File: src/rtl/slot_reel_engine.sv
// Slot-machine core: N reels with start/stop control, win (fever) detection,
// a timed fever light show and a multiplexed 7-segment display.
module slot_reel_engine #(
  parameter int CLK_HZ      = 6000000,
  parameter int SPIN_HZ     = 10,
  parameter int SCAN_HZ     = 1000,
  parameter int REELS       = 3,
  parameter int SYMBOLS     = 10,
  parameter int FEVER_TICKS = 20,
  parameter int LEDS        = 16
) (
  input  logic              mainClock,
  input  logic              reset,
  input  logic              start,
  input  logic [REELS-1:0]  stop,
  output logic [REELS-1:0]  segsel,
  output logic [7:0]        seg,
  output logic [LEDS-1:0]   extled,
  output logic              fever,
  output logic              busy
);

  localparam int SPIN_DIV = (CLK_HZ / SPIN_HZ > 1) ? CLK_HZ / SPIN_HZ : 1;
  localparam int SCAN_DIV = (CLK_HZ / SCAN_HZ > 1) ? CLK_HZ / SCAN_HZ : 1;
  localparam int SPW      = $clog2(SPIN_DIV + 1);
  localparam int SCW      = $clog2(SCAN_DIV + 1);
  localparam int VW       = $clog2(SYMBOLS);
  localparam int IW       = (REELS > 1) ? $clog2(REELS) : 1;
  localparam int FW       = $clog2(FEVER_TICKS + 1);

  typedef enum logic [1:0] {IDLE, SPIN, FEVER} state_t;

  state_t            state_reg;
  logic [VW-1:0]     reels_reg [REELS];
  logic [VW-1:0]     reel_inc  [REELS];
  logic [REELS-1:0]  reel_match;
  logic [REELS-1:0]  running_reg;
  logic [FW-1:0]     fever_cnt_reg;
  logic [LEDS-1:0]   extled_reg;
  logic              busy_reg;
  logic              fever_reg;
  logic              all_equal;

  logic [SPW-1:0]    spin_cnt_reg;
  logic [SCW-1:0]    scan_cnt_reg;
  logic              spin_tick;
  logic              scan_tick;
  logic [IW-1:0]     scan_idx_reg;
  logic [3:0]        digit;

  logic              start_meta_reg, start_sync_reg, start_prev_reg;
  logic [REELS-1:0]  stop_meta_reg, stop_sync_reg, stop_prev_reg;
  logic              start_rise;
  logic [REELS-1:0]  stop_rise;

  // Two-flop synchronisers followed by a one-cycle rising-edge detector.
  always_ff @(posedge mainClock or negedge reset) begin
    if (!reset) begin
      start_meta_reg <= 1'b0;
      start_sync_reg <= 1'b0;
      start_prev_reg <= 1'b0;
      stop_meta_reg  <= '0;
      stop_sync_reg  <= '0;
      stop_prev_reg  <= '0;
    end else begin
      start_meta_reg <= start;
      start_sync_reg <= start_meta_reg;
      start_prev_reg <= start_sync_reg;
      stop_meta_reg  <= stop;
      stop_sync_reg  <= stop_meta_reg;
      stop_prev_reg  <= stop_sync_reg;
    end
  end

  assign start_rise = start_sync_reg & ~start_prev_reg;
  assign stop_rise  = stop_sync_reg & ~stop_prev_reg;

  always_ff @(posedge mainClock or negedge reset) begin
    if (!reset) begin
      spin_cnt_reg <= '0;
      scan_cnt_reg <= '0;
    end else begin
      spin_cnt_reg <= spin_tick ? '0 : spin_cnt_reg + SPW'(1);
      scan_cnt_reg <= scan_tick ? '0 : scan_cnt_reg + SCW'(1);
    end
  end

  assign spin_tick = (spin_cnt_reg == SPW'(SPIN_DIV - 1));
  assign scan_tick = (scan_cnt_reg == SCW'(SCAN_DIV - 1));

  genvar gi;
  generate
    for (gi = 0; gi < REELS; gi++) begin : g_reel
      assign reel_inc[gi]   = (reels_reg[gi] == VW'(SYMBOLS - 1)) ? '0 : reels_reg[gi] + VW'(1);
      assign reel_match[gi] = (reels_reg[gi] == reels_reg[0]);
    end
  endgenerate

  assign all_equal = &reel_match;

  always_ff @(posedge mainClock or negedge reset) begin
    if (!reset) begin
      state_reg     <= IDLE;
      running_reg   <= '0;
      fever_cnt_reg <= '0;
      extled_reg    <= '0;
      busy_reg      <= 1'b0;
      fever_reg     <= 1'b0;
      for (int i = 0; i < REELS; i++) reels_reg[i] <= '0;
    end else begin
      case (state_reg)
        IDLE: begin
          if (start_rise) begin
            state_reg   <= SPIN;
            running_reg <= '1;
            busy_reg    <= 1'b1;
          end
        end
        SPIN: begin
          if (running_reg == '0) begin
            if (all_equal) begin
              state_reg     <= FEVER;
              fever_reg     <= 1'b1;
              extled_reg    <= LEDS'(1);
              fever_cnt_reg <= '0;
            end else begin
              state_reg <= IDLE;
              busy_reg  <= 1'b0;
            end
          end else begin
            // A stop landing on a tick freezes the reel before it can advance.
            for (int i = 0; i < REELS; i++) begin
              if (running_reg[i]) begin
                if (stop_rise[i])   running_reg[i] <= 1'b0;
                else if (spin_tick) reels_reg[i]   <= reel_inc[i];
              end
            end
          end
        end
        FEVER: begin
          if (spin_tick) begin
            if (fever_cnt_reg == FW'(FEVER_TICKS - 1)) begin
              state_reg  <= IDLE;
              extled_reg <= '0;
              busy_reg   <= 1'b0;
              fever_reg  <= 1'b0;
            end else begin
              extled_reg    <= {extled_reg[LEDS-2:0], extled_reg[LEDS-1]};
              fever_cnt_reg <= fever_cnt_reg + FW'(1);
            end
          end
        end
        default: state_reg <= IDLE;
      endcase
    end
  end

  assign extled = extled_reg;
  assign busy   = busy_reg;
  assign fever  = fever_reg;

  always_ff @(posedge mainClock or negedge reset) begin
    if (!reset) begin
      scan_idx_reg <= '0;
    end else if (scan_tick) begin
      scan_idx_reg <= (scan_idx_reg == IW'(REELS - 1)) ? '0 : scan_idx_reg + IW'(1);
    end
  end

  // Select and segment pattern both derive from the scan index, so they switch together.
  assign segsel = REELS'(1) << scan_idx_reg;
  assign digit  = 4'(reels_reg[scan_idx_reg]);

  always_comb begin
    seg = 8'h00;
    case (digit)
      4'h0: seg = 8'h3F;
      4'h1: seg = 8'h06;
      4'h2: seg = 8'h5B;
      4'h3: seg = 8'h4F;
      4'h4: seg = 8'h66;
      4'h5: seg = 8'h6D;
      4'h6: seg = 8'h7D;
      4'h7: seg = 8'h07;
      4'h8: seg = 8'h7F;
      4'h9: seg = 8'h6F;
      4'hA: seg = 8'h77;
      4'hB: seg = 8'h7C;
      4'hC: seg = 8'h39;
      4'hD: seg = 8'h5E;
      4'hE: seg = 8'h79;
      4'hF: seg = 8'h71;
      default: seg = 8'h00;
    endcase
  end

endmodule

File: config.mk
export PLATFORM = sky130hd
export DESIGN_NAME = slot_reel_engine
export DESIGN_NICKNAME = d
export VERILOG_FILES = /design/src/rtl/slot_reel_engine.sv
export SDC_FILE = /design/constraint.sdc
export NUM_CORES = 1
export LEC_CHECK = 0
export ABC_AREA = 0
export CAP_MARGIN = 10
export CORE_ASPECT_RATIO = 1.4
export CORE_UTILIZATION = 31
export DETAILED_ROUTE_END_ITERATION = 10
export PLACE_DENSITY = 0.59
export SLEW_MARGIN = 20
export SYNTH_ARGS = -nofsm -noshare
export SYNTH_HDL_FRONTEND = slang
export SYNTH_SLANG_ARGS = --single-unit
File: constraint.sdc
create_clock -name mainClock -period 3.15 [get_ports mainClock]
set_clock_uncertainty 0.1 [all_clocks]
set_input_delay 0.63 -clock mainClock [delete_from_list [all_inputs] [get_ports mainClock]]
set_output_delay 0.63 -clock mainClock [all_outputs]
set_load 0.02 [all_outputs]
# Yosys cells after proc, flatten, opt, wreduce, memory -nomap -nowiden

Memory sizes are Yosys's and may differ from the RTL's.
Cells that the tools add are included.

Output and inout port bits: 29
Bits of input ports: 6
Logic and storage cells: 114
Memories kept: 1
ROM bits: 112
Register bits: 87

Reduce and logical (&&, ||, !) cells: 15
Bitwise gates (word level): 9
Add/sub/neg operators: 7
Equal/unequal tests: 19
Multiplexer cells: 43
Shift-type cells: 1
$lt $le $gt $ge: 1

Memories:

| memory          | depth | width | rd ports | clocked after Yosys merged registers in | write ports | line | source |
|---|---|---|---|---|---|---|---|
| (no name shown) | 16    | 7     | 1        | 0                                       | 0           | 176  | `case (digit)` |

Operators by type and width:

| cell                                           | count |
|---|---|
| 2-to-1 mux 16 bit                              | 4 |
| case mux 16 bit (2 select lines)               | 1 |
| AND reduction 5 bit                            | 5 |
| adder 20 x 1 -> 20 bit (second input constant) | 1 |
| equality test 20 bit (second input constant)   | 1 |
| 2-to-1 mux 20 bit                              | 1 |
| 2-to-1 mux 4 bit                               | 5 |
| 2-to-1 mux 5 bit                               | 4 |
| inequality test 2 bit (second input constant)  | 8 |
| adder 13 x 1 -> 13 bit (second input constant) | 1 |
| equality test 13 bit (second input constant)   | 1 |
| 2-to-1 mux 1 bit                               | 13 |
| 2-to-1 mux 13 bit                              | 1 |
| adder 4 x 1 -> 4 bit (second input constant)   | 3 |
| equality test 4 bit (second input constant)    | 3 |
| 2-to-1 mux 2 bit                               | 6 |
| case mux 5 bit (2 select lines)                | 1 |
| binary-select mux 4 bit (select 2 bit)         | 1 |
| equality test 4 bit                            | 2 |
| AND reduction 4 bit                            | 2 |
| 2-to-1 mux 3 bit                               | 2 |
| case mux 2 bit (3 select lines)                | 1 |
| case mux 3 bit (2 select lines)                | 1 |
| AND reduction 6 bit                            | 1 |
| other kinds (20)                               | 26 |

# Longest topological paths before layout

Depth in word-level cells: 6
Gate-level depth with buffers: 10
Gate-level depth less buffers: 8

# Least setup slack after synthesis

No wires, ideal clock.

Kind: reg-to-output
Start point: register scan_idx_reg[0]
End point: output port seg[1]
Data arrival time: 2.248 ns
Stages on the path, launching flop included: 11
Path slack: 0.172 ns
Buffers on the path: 2
Required time: 2.420 ns
Path through: dfrtp_1 -> clkbuf_1 -> nor2b_1 -> clkbuf_1 -> nand2_1 -> o21ai_0 -> inv_1 -> ha_1 -> nand2_1 -> o21ai_0 -> a22oi_1

Longest elaborated chain between the ends: 5

Ends and longest elaborated chain:

| item                                                | line | source |
|---|---|---|
| start: declaration                                  | 48   | `logic [IW-1:0] scan_idx_reg;` |
| start signal: assignment                            | 166  | `scan_idx_reg <= (scan_idx_reg == IW'(REELS - 1)) ? '0 : scan_idx_reg + IW'(1);` |
| inverter 2 -> 3 bit (implied by the code)           | 172  | `assign digit = 4'(reels_reg[scan_idx_reg]);` |
| binary-select mux 4 bit (select 2 bit)              | 172  |  |
| 2-to-1 mux 4 bit (implied by the code) (2 in a row) | 172  |  |
| memory (16 x 7 bit)                                 | -    |  |
| end: declaration                                    | 17   | `output logic [7:0] seg,` |

No other way between the ends. The select of a mux whose other input is x is not followed.

# Worst setup path after layout

Start point: register scan_idx_reg[1]
End point: output port seg[5]

The elaborated chain is that of the path after synthesis.

==> results.txt <==
* Switching Share: between 30% and 40%
- The largest total area in the synthesized netlist belongs to sky130_fd_sc_hd__dfrtp_1.
- Crit path required time: 2420 ps
* DRC marker count from the first detailed-route iteration: around 140
- In this run, post-CTS hold repair placed 0 buffers.
- The region available for standard cell placement spans 0.01391 sq mm.
- The floorplan step set the die width to ~100 um.
* Aggregate routed wire length: 8.832 mm
* Post-Place Cells: 647
- 0 antenna diodes ended up in the layout.
* Chip Height: 143.3 um
- Post-layout power: around 3000 uW
* Slew of the pin with the lowest slew margin: 711.9 ps
* Largest fanout of any net on the critical path: 8
- Worst vdd rail ir drop: roughly 0.00026 V
* Leakage power: ~0.0024 uW
- Max FFs per register: 20
- Via density per instance: around 4.8
- Count of flip-flops with a built-in enable after synthesis: 0
- The total count of hold-check failures in the final report was 0.
- The library cells used most frequently in the layout, excluding fill and tap cells, are 86 x sky130_fd_sc_hd__dfrtp_1, 44 x sky130_fd_sc_hd__nand2_1, 32 x sky130_fd_sc_hd__inv_1.
- Post-CTS repair timing setup buffer count: 0
- Among all flip-flop cells after synthesis, the most frequent one is sky130_fd_sc_hd__dfrtp_1.
- The critical path is of the register to primary output type.
* Number of distinct library cells after synthesis: 56
* Setup tns final: 0 ps
* Number of nets in the final layout: between 400 and 500
* Non-Filler Instances: about 660
- Cell internal power was estimated by the tool at between 2000 and 2500 uW.
- Summed instance area of the synthesized netlist: 0.004419 sq mm
- Number of top-level pins: 35
- Global-route wire length before repair: between 10 and 15 mm
- The initial antenna violation count came to 0.
- Final weighted congestion of routability-driven global placement: 0.7620
- In this run, synthesis produced a sequential element count of 87.
- Root buf cell: sky130_fd_sc_hd__clkbuf_16
- Deepest clock path buffer count: 2
- The number of global-route vias before repair came to 3198.
* Synth Net Count: 453
* Syn Area/Cell: 10.18 sq um
- Number of nets with antenna violations after detailed routing: 0
* Footprint of the multi-input gates: 0.002053 sq mm
- Layout-stage area growth over the synthesis result: 20.41%
- The critical path runs through a total of 7 cells.
* Clock transition at the registers of the reported paths: 60 ps
- After layout, the worst path uses 94.97% of the clock period.
- Summed over all nets, the half-perimeter wirelength after detailed placement is roughly 6.5 mm.
* Fin area: 0.005321 sq mm
* Time the worst path needs with I/O delays and setup: about 3000 ps
- Clk network pwr share: 35.9%
- Max Clock Freq: 334.3 MHz
* P_sw: 925.4 uW
- The share of total power dissipated in combinational logic is 23.8%.
- Unrepaired setup endpoints after global routing: no
- Part of the total power dissipated in sequential elements: a little over 40%
- TritonCTS created 9 clock buffers.
* Global Route Usage Sum: 12.97%
- Initial Util: 31.77%
* Cell type with the highest occurrence count on the critical path: sky130_fd_sc_hd__mux2i_1
- H-Tree Level Count: 3
- Element type at the critical path start: register
- Total power divided by cell area: approximately 570 mW/mm^2
- Worst path buffer plus inverter count: 2
* Number of design rule violations left after detail routing: 0
* Longest individual stage delay on the worst path: 460 ps
- After detailed routing, the average wire length per cell comes to around 13 um.
- Top delay family on crit path: flip-flops
- Share of the synthesized area in the top cell type: 49.26%
- Clock tree synthesis found a total of 87 sinks.
- Area after detailed placement: 0.005001 sq mm
* Port-buffer cells: 33
- Entering global routing, the biggest net connects between 50 and 60 pins.
* Arrival time worst endpoint: 2260 ps
- The max-slew violation total from the final report was 0.
* Fraction of final layout cells with drive strength greater than 1: a little over a tenth
- Number of vias in the routed layout: 3204
- Class of the worst hold path: input port to asynchronous set/reset pin
- The die covers approximately 0.015 sq mm.
- Slowest library cell on the worst path: sky130_fd_sc_hd__dfrtp_2
- After technology mapping, the gate count stands at 434.
- Filler Cell Count: between 1000 and 1500
- Across the run, the number of max-cap violations was 0.
- Source-to-sink clock delay at the later pin of the worst-skew pair: 340 ps
- Row generation in the floorplan step produced 51 rows.
* Sequential element share of the synthesized area: 49.26%
- Critical Path Sink Type: primary output
* Overflow left after global routing: 0
- Setup violations remaining at the end of the flow were counted as 0.
- Traced cell by cell, the critical path runs through mux2i_1 > o21a_2 > inv_1 > ha_1 > mux2i_1 > o22a_1 > dlygate4sd2_1.
- The library cell used most frequently in the layout, excluding fill and tap cells, is sky130_fd_sc_hd__dfrtp_1.
- The first detailed-routing pass took 4 iterations.
* Normalized max-slew margin: 52.17%
- Storage cell area: 0.002178 sq mm
- TritonCTS built the clock tree.
- Warning count from the yosys run: 0
- Share of async-settable or async-resettable flops after synthesis: 100.0%
- By area the synthesized netlist is led by sky130_fd_sc_hd__dfrtp_1 49%, sky130_fd_sc_hd__mux2i_1 5.4%, sky130_fd_sc_hd__nand2_1 3.7%.
- The run finished with clean final reports.
- Worst reg2reg path depth: 5
==> repair_timing <==
action	CTS	global route
gates resized for setup	9	5
setup endpoints to repair	7	6
endpoints found under the hold margin	0	0
==> power groups by stage <==
stage | clock [uW] | combinational (uW) | sequential [uW]
finish | 1080 | 718 | 1210
CTS | 1110 | 725 | 1210
floorplan | 0 | 519 | 1240
global route | 1160 | 789 | 1220
global placement | 0 | 714 | 1230
detailed placement | 0 | 721 | 1230
==> metrics by stage <==
step | setup WS (ps) | hold WS [ps] | util [%]
6_report | 158.3 | 238.4 | 38.25
5_1_grt | 4.763 | 259.0 | 38.25
3_3_place_gp | 211.7 | 233.1 | 35.95
3_5_place_dp | 69.99 | 237.3 | 35.95
4_1_cts | 2.455 | 252.5 | 38.16
2_1_floorplan | 172.4 | 231.2 | -
==> routing by layer <==
layer  GRT usage (%)  share of wire (%)  wire length, um
met1           13.23                 39             3457
met4           4.744                1.3              114
met5               0                  0                0
met3           2.937                2.8              246
met2           25.02                 57             5013
==> Yosys cell counts, types with 2 or more instances <==
library cell and count:
sky130_fd_sc_hd__ha_1 13, sky130_fd_sc_hd__dfrtp_1 87, sky130_fd_sc_hd__and3_1 13, sky130_fd_sc_hd__or3_1 6, sky130_fd_sc_hd__clkbuf_1 13, sky130_fd_sc_hd__nand3_1 22
sky130_fd_sc_hd__nor2_1 27, sky130_fd_sc_hd__mux2_2 7, sky130_fd_sc_hd__xor2_1 16, sky130_fd_sc_hd__mux2_1 2, sky130_fd_sc_hd__a31o_2 2, sky130_fd_sc_hd__nor3b_1 2
sky130_fd_sc_hd__o21a_1 2, sky130_fd_sc_hd__nor2b_1 9, sky130_fd_sc_hd__nand4_1 8, sky130_fd_sc_hd__o22ai_1 2, sky130_fd_sc_hd__buf_6 2, sky130_fd_sc_hd__o22a_1 2
sky130_fd_sc_hd__nor4_1 2, sky130_fd_sc_hd__nand2b_1 6, sky130_fd_sc_hd__and2_1 3, sky130_fd_sc_hd__nor4_4 2, sky130_fd_sc_hd__a31oi_1 2, sky130_fd_sc_hd__xnor2_1 15
sky130_fd_sc_hd__a22o_1 3, sky130_fd_sc_hd__nor4b_1 2, sky130_fd_sc_hd__mux2i_1 24, sky130_fd_sc_hd__nor3_1 8, sky130_fd_sc_hd__inv_1 32, sky130_fd_sc_hd__or4_1 2
sky130_fd_sc_hd__o31ai_1 4, sky130_fd_sc_hd__a21oi_1 7, sky130_fd_sc_hd__nand2_1 44, sky130_fd_sc_hd__o21ai_0 14, sky130_fd_sc_hd__o211ai_1 3, sky130_fd_sc_hd__o2bb2ai_1 2
sky130_fd_sc_hd__a2bb2oi_1 2, sky130_fd_sc_hd__and4_1 4
==> area by class of cell <==
class	count	share of cell area [%]
clock buffer	9	4.232
clock inverter	7	1.481
inverter	32	2.257
multi-input combinational	297	38.58
sequential	87	40.94
tap	185	4.350
timing repair buffer	46	8.159
==> cells by family (layout without fill, tap and decap cells) <==
| group | Yosys count | after routing | synth area share (%) |
|---|---|---|---|
| and+or+nand+nor | 165 | 165 | 19.96 |
| DFF | 87 | 87 | 49.26 |
| AOI/OAI and AO/OA | 54 | 54 | 8.438 |
| buffers and inverters | 50 | 94 | 4.700 |
| muxes | 33 | 33 | 7.729 |
| xor gates and xnor gates | 31 | 31 | 6.144 |
| adders and majority gates | 13 | 13 | 3.681 |
| other | 1 | 1 | 0.08486 |
==> worst paths after layout <==
kind	end	slack (ps)	from
worst max-delay path	seg[5]	160	scan_idx_reg[1]
worst min-delay path	stop_meta_reg[1]	240	reset
worst max register to register	reels_reg[9]	450	spin_cnt_reg[14]
worst min register to register	stop_sync_reg[2]	250	stop_meta_reg[2]
max in group asynchronous	extled[15]	2080	reset
min in group mainClock	stop_sync_reg[2]	250	stop_meta_reg[2]
==> worst reg2reg max path: cells and delay by family, from the launching register on <==
kind	cells	cell delay (ps)
simple gates	4	1750
flops	1	430
mux	1	310
No activity file was read; power rests on OpenSTA's default activity.
==> edit, RTL diff (config.mk and constraints unchanged) <==
Make the reset (`reset`) synchronous in 4 clocked blocks.
--- a/src/rtl/slot_reel_engine.sv
+++ b/src/rtl/slot_reel_engine.sv
@@ -54,7 +54,7 @@
   logic [REELS-1:0]  stop_rise;
 
   // Two-flop synchronisers followed by a one-cycle rising-edge detector.
-  always_ff @(posedge mainClock or negedge reset) begin
+  always_ff @(posedge mainClock) begin
     if (!reset) begin
       start_meta_reg <= 1'b0;
       start_sync_reg <= 1'b0;
@@ -75,7 +75,7 @@
   assign start_rise = start_sync_reg & ~start_prev_reg;
   assign stop_rise  = stop_sync_reg & ~stop_prev_reg;
 
-  always_ff @(posedge mainClock or negedge reset) begin
+  always_ff @(posedge mainClock) begin
     if (!reset) begin
       spin_cnt_reg <= '0;
       scan_cnt_reg <= '0;
@@ -98,7 +98,7 @@
 
   assign all_equal = &reel_match;
 
-  always_ff @(posedge mainClock or negedge reset) begin
+  always_ff @(posedge mainClock) begin
     if (!reset) begin
       state_reg     <= IDLE;
       running_reg   <= '0;
@@ -159,7 +159,7 @@
   assign busy   = busy_reg;
   assign fever  = fever_reg;
 
-  always_ff @(posedge mainClock or negedge reset) begin
+  always_ff @(posedge mainClock) begin
     if (!reset) begin
       scan_idx_reg <= '0;
     end else if (scan_tick) begin
Behaviour: differs if reset is asserted again (counterexample within 4 cycles, from zero or initial values and one cycle with reset low); with reset held inactive, the same outputs for 10 cycles.
==> edit against the original RTL <==
Utilization down 0.25 points; area after synthesis down 0.31%; final cell count up 8.3%; fmax up 1.1%; final area down 0.66%; routed wire length up 5.1%; via count up 9.1%; worst setup slack better by 31 ps; sequential cell count up 2.
Power is not compared: it rests on default switching activity, and its combinational part moved more than twofold at a synthesized area within 25%.
==> edit: results (changes against the original RTL) <==
[metrics] Total Routing Usage GR: 13.67% (+0.70 points)
[metrics] worst hold path class: register to register
[metrics] RR Endpoint: reels_reg[0][1]
[metrics] met3 layer usage reported by global route: 2.594% (-0.34 points)
[metrics] Worst setup endpoint: seg[3]
[metrics] share of post-route cells with drive strength above 1: 8.630% (-2.0 points)
[metrics] total wire length after detailed routing: 9.283 mm (+5.1%)
[metrics] count of unique library cells instantiated by Yosys: 54 (-3.6%)
[metrics] family with the most delay on the worst path: buffers and inverters
[metrics] cell with the largest stage delay on the worst path: sky130_fd_sc_hd__dfxtp_2
[metrics] reg-to-reg setup timing slack: 600 ps (+150 ps)
[metrics] placed cell count: 702 (+8.5%)
[metrics] met1 track utilization from global routing: 15.52% (+2.3 points)
[metrics] final RePlAce weighted congestion: 0.8313 (+9.1%)
[metrics] R2R cell count: 6 (+1)
[metrics] Synth async-reset ratio: 0% (-100 points)
[metrics] initial detailed-routing violation count: 118 (-15%)
[metrics] Tightest Pin Transition: 727.6 ps (+15.64 ps)
[metrics] number of instances resized during post-cts repair: 6 (-3)
[metrics] leading post-synthesis cells by instance count: sky130_fd_sc_hd__dfxtp_1 (77), sky130_fd_sc_hd__nor2_1 (61), sky130_fd_sc_hd__nand2_1 (40)
[metrics] crit path DAT: 2230 ps (-30 ps)
[metrics] iteration count of the initial detailed-routing pass: 6 (+2)
[metrics] synthesized net count: 512 (+13%)
[metrics] pin count of the biggest net entering global routing: 54 (-1.8%)
[metrics] result of the run: complete, no violations
[metrics] detailed placer's ending HPWL: 6.677 mm (+3.4%)
[metrics] via count of the first global-routing pass: 3376 (+5.6%)
[metrics] net count reported at finish: 553 (+12%)
[metrics] number of instances in the synthesized netlist: 487 (+12%)
edit: cell count changes after synthesis, sizes merged, moves of 6 or more:
cell / before / now
and2: 3 / 11
dfxtp: 0 / 77
a21oi: 7 / 16
edfxtp: 0 / 12
nor3: 8 / 21
nor2: 27 / 61
nand3: 23 / 34
ha: 13 / 19
inv: 32 / 17
nand3b: 0 / 7
dfrtp: 87 / 0
edit: cell families after synthesis:
group | count (synthesis) | synth area share (%)
AO/OA/AOI/OAI | 60 | 9.571
XOR/XNOR | 32 | 6.362
adder cells (fa/ha/maj) | 19 | 5.396
buffers and inverters | 36 | 3.294
flip-flops | 89 | 43.17
multiplexers | 30 | 6.987
other | 1 | 0.08512
AND/OR/NAND/NOR | 220 | 25.13
edit: through the flow:
| step | instance area [sq um] | hold WS [ps] | setup WS (ps) | util, % |
|---|---|---|---|---|
| 4_1_cts | 5281 | 335.4 | 48.05 | 37.97 |
| 3_5_place_dp | 4997 | 321.9 | 209.8 | 35.92 |
| 5_1_grt | 5286 | 349.3 | 52.94 | 38.00 |
| 6_report | 5286 | 335.1 | 189.7 | 38.00 |
| 2_1_floorplan | 4405 | 311.9 | 577.6 | - |
| 3_3_place_gp | 4997 | 320.4 | 294.1 | 35.92 |
edit: power by group:
group,internal (W),switching (W)
clock,0.000606,0.000435
combinational,0.000106,0.000146
sequential,0.00118,0.0000235
edit: routing by layer:
metal	share of wire, %	wire, um
met4	1.9	173
met5	0	0
met1	45	4162
met3	2.9	265
met2	50	4681
edit: cell type report:
class / count / share of cell area (%)
repair buffers: 48 / 8.189
well taps: 185 / 4.379
clock buffers: 13 / 5.136
inverters: 18 / 1.278
clock inverters: 3 / 0.3787
flip-flops and latches: 89 / 36.00
multi-input cells: 362 / 44.64
